## src/rtl/cmp_sweep_pkg.sv

```systemverilog
// Shared types and helpers for the comparator sweep BIST controller.
// Optional build macro: CMP_SWEEP_HALT_ON_FAIL_EN (stop the sweep at the first mismatch).
package cmp_sweep_pkg;

   // Controller states
   typedef enum logic [1:0] {
      IDLE  = 2'd0,
      DRIVE = 2'd1,
      CHECK = 2'd2,
      DONE  = 2'd3
   } state_e;

   // Number of {A,B} vectors in a full sweep for a given operand width
   function automatic int unsigned num_vec(input int unsigned width);
      return 32'd1 << (2 * width);
   endfunction

   // Golden {gt, lt, eq} triple for a pair of operands
   function automatic logic [2:0] exp_triple(input int unsigned a, input int unsigned b);
      return {a > b, a < b, a == b};
   endfunction

endpackage

```

## src/rtl/cmp_sweep_ref.sv

```systemverilog
// Combinational golden model: expected {gt, lt, eq} for the operands being driven.
module cmp_sweep_ref
   import cmp_sweep_pkg::*;
#(
   parameter int unsigned WIDTH = 3
) (
   input  logic [WIDTH-1:0] a,
   input  logic [WIDTH-1:0] b,
   output logic [2:0]       exp_gle
);

   // Reference triple straight from the package helper
   always_comb begin
      exp_gle = exp_triple(32'(a), 32'(b));
   end

endmodule

```

## src/rtl/cmp_sweep_ctrl.sv

```systemverilog
// Built-in self-test sequencer for a WIDTH-bit magnitude comparator.
// Walks every {A,B} pair, waits SETTLE_CYCLES, checks GT/LT/EQ against a
// reference model and records error count, first failing pair and pass flag.
// Optional build macro: CMP_SWEEP_HALT_ON_FAIL_EN -- when defined, the first
// mismatch ends the sweep immediately with the failing operands left driven.
module cmp_sweep_ctrl
   import cmp_sweep_pkg::*;
#(
   parameter int unsigned WIDTH         = 3,
   parameter int unsigned SETTLE_CYCLES = 1
) (
   input  logic               clk,
   input  logic               rst_n,
   input  logic               start,
   output logic [WIDTH-1:0]   cmp_a,
   output logic [WIDTH-1:0]   cmp_b,
   input  logic               cmp_gt,
   input  logic               cmp_lt,
   input  logic               cmp_eq,
   output logic               busy,
   output logic               done,
   output logic               pass,
   output logic [2*WIDTH:0]   err_count,
   output logic               fail_seen,
   output logic [WIDTH-1:0]   first_fail_a,
   output logic [WIDTH-1:0]   first_fail_b
);

   localparam int unsigned IDX_W   = 2 * WIDTH;
   localparam int unsigned NUM_VEC = num_vec(WIDTH);
   localparam int unsigned CNT_W   = (SETTLE_CYCLES > 1) ? $clog2(SETTLE_CYCLES) : 1;

`ifdef CMP_SWEEP_HALT_ON_FAIL_EN
   localparam bit HALT_ON_FAIL = 1'b1;
`else
   localparam bit HALT_ON_FAIL = 1'b0;
`endif

   state_e               state_q, state_d;
   logic [IDX_W-1:0]     idx_q, idx_d;
   logic [CNT_W-1:0]     cnt_q, cnt_d;
   logic                 busy_q, busy_d;
   logic                 done_q, done_d;
   logic                 pass_q, pass_d;
   logic [IDX_W:0]       err_q, err_d;
   logic                 fail_seen_q, fail_seen_d;
   logic [WIDTH-1:0]     ffa_q, ffa_d;
   logic [WIDTH-1:0]     ffb_q, ffb_d;

   logic [2:0]           exp_gle;
   logic                 mismatch;
   logic                 last_vec;
   logic                 settled;
   logic                 end_sweep;
   logic [IDX_W:0]       err_inc;

   // Operands come straight from the vector index register; B is the low half
   assign cmp_a = idx_q[IDX_W-1:WIDTH];
   assign cmp_b = idx_q[WIDTH-1:0];

   cmp_sweep_ref #(.WIDTH(WIDTH)) u_ref (
      .a       (cmp_a),
      .b       (cmp_b),
      .exp_gle (exp_gle)
   );

   // Non-one-hot outputs fail too, since any bit differing from the triple counts
   assign mismatch  = ({cmp_gt, cmp_lt, cmp_eq} != exp_gle);
   assign last_vec  = (idx_q == IDX_W'(NUM_VEC - 1));
   assign settled   = (cnt_q == CNT_W'(SETTLE_CYCLES - 1));
   assign end_sweep = last_vec | (HALT_ON_FAIL & mismatch);
   assign err_inc   = err_q + {{IDX_W{1'b0}}, mismatch};

   // State register
   always_ff @(posedge clk) begin
      if (!rst_n) state_q <= IDLE;
      else        state_q <= state_d;
   end

   // Next-state logic
   always_comb begin
      state_d = state_q;
      case (state_q)
         IDLE:    if (start)     state_d = DRIVE;
         DRIVE:   if (settled)   state_d = CHECK;
         CHECK:   state_d = end_sweep ? DONE : DRIVE;
         DONE:    state_d = IDLE;
         default: state_d = IDLE;
      endcase
   end

   // Datapath and output next values per state
   always_comb begin
      idx_d       = idx_q;
      cnt_d       = cnt_q;
      busy_d      = busy_q;
      done_d      = 1'b0;
      pass_d      = pass_q;
      err_d       = err_q;
      fail_seen_d = fail_seen_q;
      ffa_d       = ffa_q;
      ffb_d       = ffb_q;
      case (state_q)
         IDLE: begin
            if (start) begin
               idx_d       = '0;
               cnt_d       = '0;
               busy_d      = 1'b1;
               pass_d      = 1'b0;
               err_d       = '0;
               fail_seen_d = 1'b0;
               ffa_d       = '0;
               ffb_d       = '0;
            end
         end
         DRIVE: begin
            cnt_d = settled ? '0 : cnt_q + 1'b1;
         end
         CHECK: begin
            err_d = err_inc;
            if (mismatch && !fail_seen_q) begin
               fail_seen_d = 1'b1;
               ffa_d       = cmp_a;
               ffb_d       = cmp_b;
            end
            if (end_sweep) begin
               done_d = 1'b1;
               pass_d = (err_inc == '0);
            end else begin
               idx_d = idx_q + 1'b1;
            end
         end
         DONE: begin
            busy_d = 1'b0;
         end
         default: ;
      endcase
   end

   // Datapath registers
   always_ff @(posedge clk) begin
      if (!rst_n) begin
         idx_q       <= '0;
         cnt_q       <= '0;
         busy_q      <= 1'b0;
         done_q      <= 1'b0;
         pass_q      <= 1'b0;
         err_q       <= '0;
         fail_seen_q <= 1'b0;
         ffa_q       <= '0;
         ffb_q       <= '0;
      end else begin
         idx_q       <= idx_d;
         cnt_q       <= cnt_d;
         busy_q      <= busy_d;
         done_q      <= done_d;
         pass_q      <= pass_d;
         err_q       <= err_d;
         fail_seen_q <= fail_seen_d;
         ffa_q       <= ffa_d;
         ffb_q       <= ffb_d;
      end
   end

   assign busy         = busy_q;
   assign done         = done_q;
   assign pass         = pass_q;
   assign err_count    = err_q;
   assign fail_seen    = fail_seen_q;
   assign first_fail_a = ffa_q;
   assign first_fail_b = ffb_q;

endmodule

```

## config.mk

```make
export PLATFORM = sky130hd
export DESIGN_NAME = cmp_sweep_ctrl
export DESIGN_NICKNAME = d
export VERILOG_FILES = /design/src/rtl/cmp_sweep_pkg.sv /design/src/rtl/cmp_sweep_ref.sv /design/src/rtl/cmp_sweep_ctrl.sv
export SDC_FILE = /design/constraint.sdc
export NUM_CORES = 1
export LEC_CHECK = 0
export ABC_AREA = 1
export BUFFER_PORTS_ARGS = -buffer_cell sky130_fd_sc_hd__buf_2
export CAP_MARGIN = 5
export CORE_AREA = 5 5 59 61
export DETAILED_ROUTE_END_ITERATION = 6
export DIE_AREA = 0 0 64 66
export PLACE_DENSITY = 0.75
export SLEW_MARGIN = 30
export SYNTH_ARGS = -nofsm -noshare
export SYNTH_HDL_FRONTEND = slang
export SYNTH_SLANG_ARGS = --single-unit
```

## constraint.sdc

```tcl
create_clock -name clk -period 2.6 [get_ports clk]
set_clock_uncertainty 0.05 [all_clocks]
set_input_delay 0.13 -clock clk [delete_from_list [all_inputs] [get_ports clk]]
set_output_delay 0.13 -clock clk [all_outputs]
set_load 0.01 [all_outputs]
```

==> results.sh <==
export IMPL_synthFlopType="dfxtp_1"
export IMPL_final_min_clock_period_ns=2.42
export IMPL_cts_root_buf="clkbuf_4"
export IMPL_status="finished clean"
export IMPL_r2r_start="idx_q[2]"
export IMPL_firstDrtPassIters=4
export IMPL_via_per_inst=5.00
export IMPL_yosysWarnings=0
export IMPL_post_cts_buffers=0
export IMPL_setup_viol=0
export IMPL_max_stage_delay_ns=0.36
export IMPL_report_final_slew_viol_count=0
export IMPL_end_kind="flop"
export IMPL_final_area_sq_um=1640
export IMPL_start_kind="flop"
export IMPL_clock_path_buffers=2
export IMPL_p_total_mw=0.657
export IMPL_seq_power_share_pct=60.0
export IMPL_diodes=0
export IMPL_worst_pin_slew_ns=0.740
export IMPL_fp_row_count=20
export IMPL_die_width_um=64
export IMPL_final_common_cell="nand2_1"
export IMPL_drtAntennaViolNets=0
export IMPL_insertion_delay_ns=0.31
export IMPL_max_clock_freq_mhz=413
export IMPL_grt_ovfl_total=0
export IMPL_grt_antenna_before_repair=0
export IMPL_slowest_stage="dfxtp_2"
export IMPL_post_route_util_pct=56.1
export IMPL_p_int_mw=0.480
export IMPL_synth_edff_count=0
export IMPL_layout_drive_gt1_share_pct=40.5
export IMPL_vdd_ir_drop_max_uv=337
export IMPL_syn2layout_area_growth_pct=21.8
export IMPL_hold_buffers=0
export IMPL_cts_buffers=3
export IMPL_portBuffers=28
export IMPL_syn_nets=182
export IMPL_dpl_cell_area_sq_um=1560
export IMPL_gp_congestion=0.793
export IMPL_p_sw_mw=0.177
export IMPL_io_pins=29
export IMPL_drt_total_wl_um=2940
export IMPL_cp_max_fo=4
export IMPL_crit_start="idx_q[2]"
export IMPL_cts_tree="built"
export IMPL_critPathKind="reg2reg"
export IMPL_crit_required_ns=2.80
export IMPL_grt_max_degree=22
export IMPL_fin_crit_sh_pct=93.0
export IMPL_grtUsageTotal_pct=14.8
export IMPL_final_hold_viol_count=0
export IMPL_maxCapViolCount=0
export IMPL_fin_hold_ws_ns=0.0223
export IMPL_hold_path_class="in2reg"
export IMPL_ctsHtreeMaxLevel=1
export IMPL_seq_area_frac_synth_pct=37.1
export IMPL_die_area_sq_um=4220
export IMPL_syn_inst=170
export IMPL_finalNetCount=218
export IMPL_grt_pass1_vias=1093
export IMPL_p_sw_share_pct=27.0
export IMPL_mostFrequentLayoutCells="nand2_1 (32), buf_2 (28), dfxtp_1 (21)"
export IMPL_cts_sinks=25
export IMPL_ys_async_sr_fraction_pct=0
export IMPL_combinationalPowerShare_pct=14.0
export IMPL_crit_chain="inv_2, ha_4, nand3_1, nand2_2, nand3_1, nand2_1, nand2_4, ha_1, ha_1, or2_2, nand2_1, nand3_1, nor4_2, nand2_1, a21oi_2"
export IMPL_hp_start="rst_n"
export IMPL_vias=1191
export IMPL_syn_avg_cell_area_sq_um=7.93
export IMPL_syn_cell_area_sq_um=1350
export IMPL_start_util_pct=46.0
export IMPL_max_slew_margin_pct=50.6
export IMPL_power_density_nw_per_um2=400
export IMPL_fp_dieH_um=66
export IMPL_drtIter0Drc=30
export IMPL_core_area_sq_um=2930
export IMPL_hpwl_um=2240
export IMPL_total_leakage_power_nw=0.714
export IMPL_drc=0
export IMPL_grt_pass1_wl_um=5080
export IMPL_yosysUniqueCellTypes=31
export IMPL_arrival_ns=2.62
export IMPL_pwr_share_clk_pct=25.9
export IMPL_ys_ff_latch=25
export IMPL_routedWlPerCell_um=12.3
export IMPL_clkSlewWorstSetupHoldPaths_ns=0.13
-- cell type report --
type,count,area [sq um]
inverter,17,66.3
tap,33,41.3
multi-input combinational,124,810
clock buffer,4,26.3
timing repair buffer,35,193
fill,276,1290
sequential,25,505
-- registers in the layout, summed over array words and instances, names as in the netlist --
| register | cells |
|---|---|
| done | 1 |
| first_fail_b | 3 |
| err_count | 7 |
| idx_q | 6 |
| state_q | 2 |
| pass | 1 |
| first_fail_a | 3 |
| fail_seen | 1 |
| busy | 1 |
-- worst paths after layout --
kind | end | slack [ns] | cells past startpoint
setup / recovery | pass | 0.18 | 15
setup reg to reg | pass | 0.18 | 15
hold / removal | idx_q[3] | 0.02 | 3
hold reg to reg | first_fail_a[2] | 0.42 | 2
-- cells by family (layout without fill, tap and decap cells) --
logic type / count (synthesis) / count (layout) / share of synthesized area [%]
AO/OA/AOI/OAI: 27 / 27 / 12.6
XOR/XNOR: 4 / 4 / 2.60
adder cells (fa/ha/maj): 6 / 6 / 5.57
buffers and inverters: 21 / 56 / 6.69
flip-flops: 25 / 25 / 37.1
AND/OR/NAND/NOR: 87 / 87 / 35.4
-- power by group through the flow --
stage,Sequential (mW),Clock (mW),Combinational [mW]
floorplan,0.405,0,0.0674
global placement,0.403,0,0.0890
detailed placement,0.403,0,0.0903
CTS,0.394,0.177,0.0906
global route,0.396,0.195,0.106
finish,0.395,0.170,0.0921
-- metal layers --
metal,routed length [um],global-route usage (%),share of wire (%),vias to the layer above
met4,18,3.90,0.61,0
met2,1420,23.5,48,19
met1,1400,20.9,48,537
met5,0,0,0,-
li1,-,-,-,633
met3,101,2.04,3.4,2
-- cells in the mapped netlist, types with 4 or more instances --
cell	number	area [sq um]
xor2_1	4	35.0
nor2_1	12	45.0
nand2_2	8	50.1
nand2_1	34	128
a21oi_2	8	70.1
inv_1	14	52.6
nand4_1	7	43.8
a21oi_1	14	70.1
dfxtp_1	25	500
nand3_1	10	50.1
ha_1	6	75.1
-- through the flow --
step | instances | setup WS, ns | setup TNS, ns
2_1_floorplan | 170 | 0.0252 | 0
3_3_place_gp | 234 | 0.0642 | 0
3_5_place_dp | 234 | 0.0100 | 0
4_1_cts | 238 | 0.00993 | 0
5_1_grt | 238 | -0.00692 | -0.00692
6_report | 238 | 0.181 | 0
-- critical path, delay by kind of cell, from the launching register on --
kind	cells	cell delay, ns
fa+ha+maj	3	0.68
simple gates	10	1.12
buf+inv	1	0.05
flops	1	0.36
compound gates	1	0.10
-- timing repair --
action / 4_1_cts / 5_1_grt
setup endpoints to repair: 1 / 3
gates resized for setup: 1 / 10
pin swaps: 0 / 2
Power figures use the tool's default switching activity.
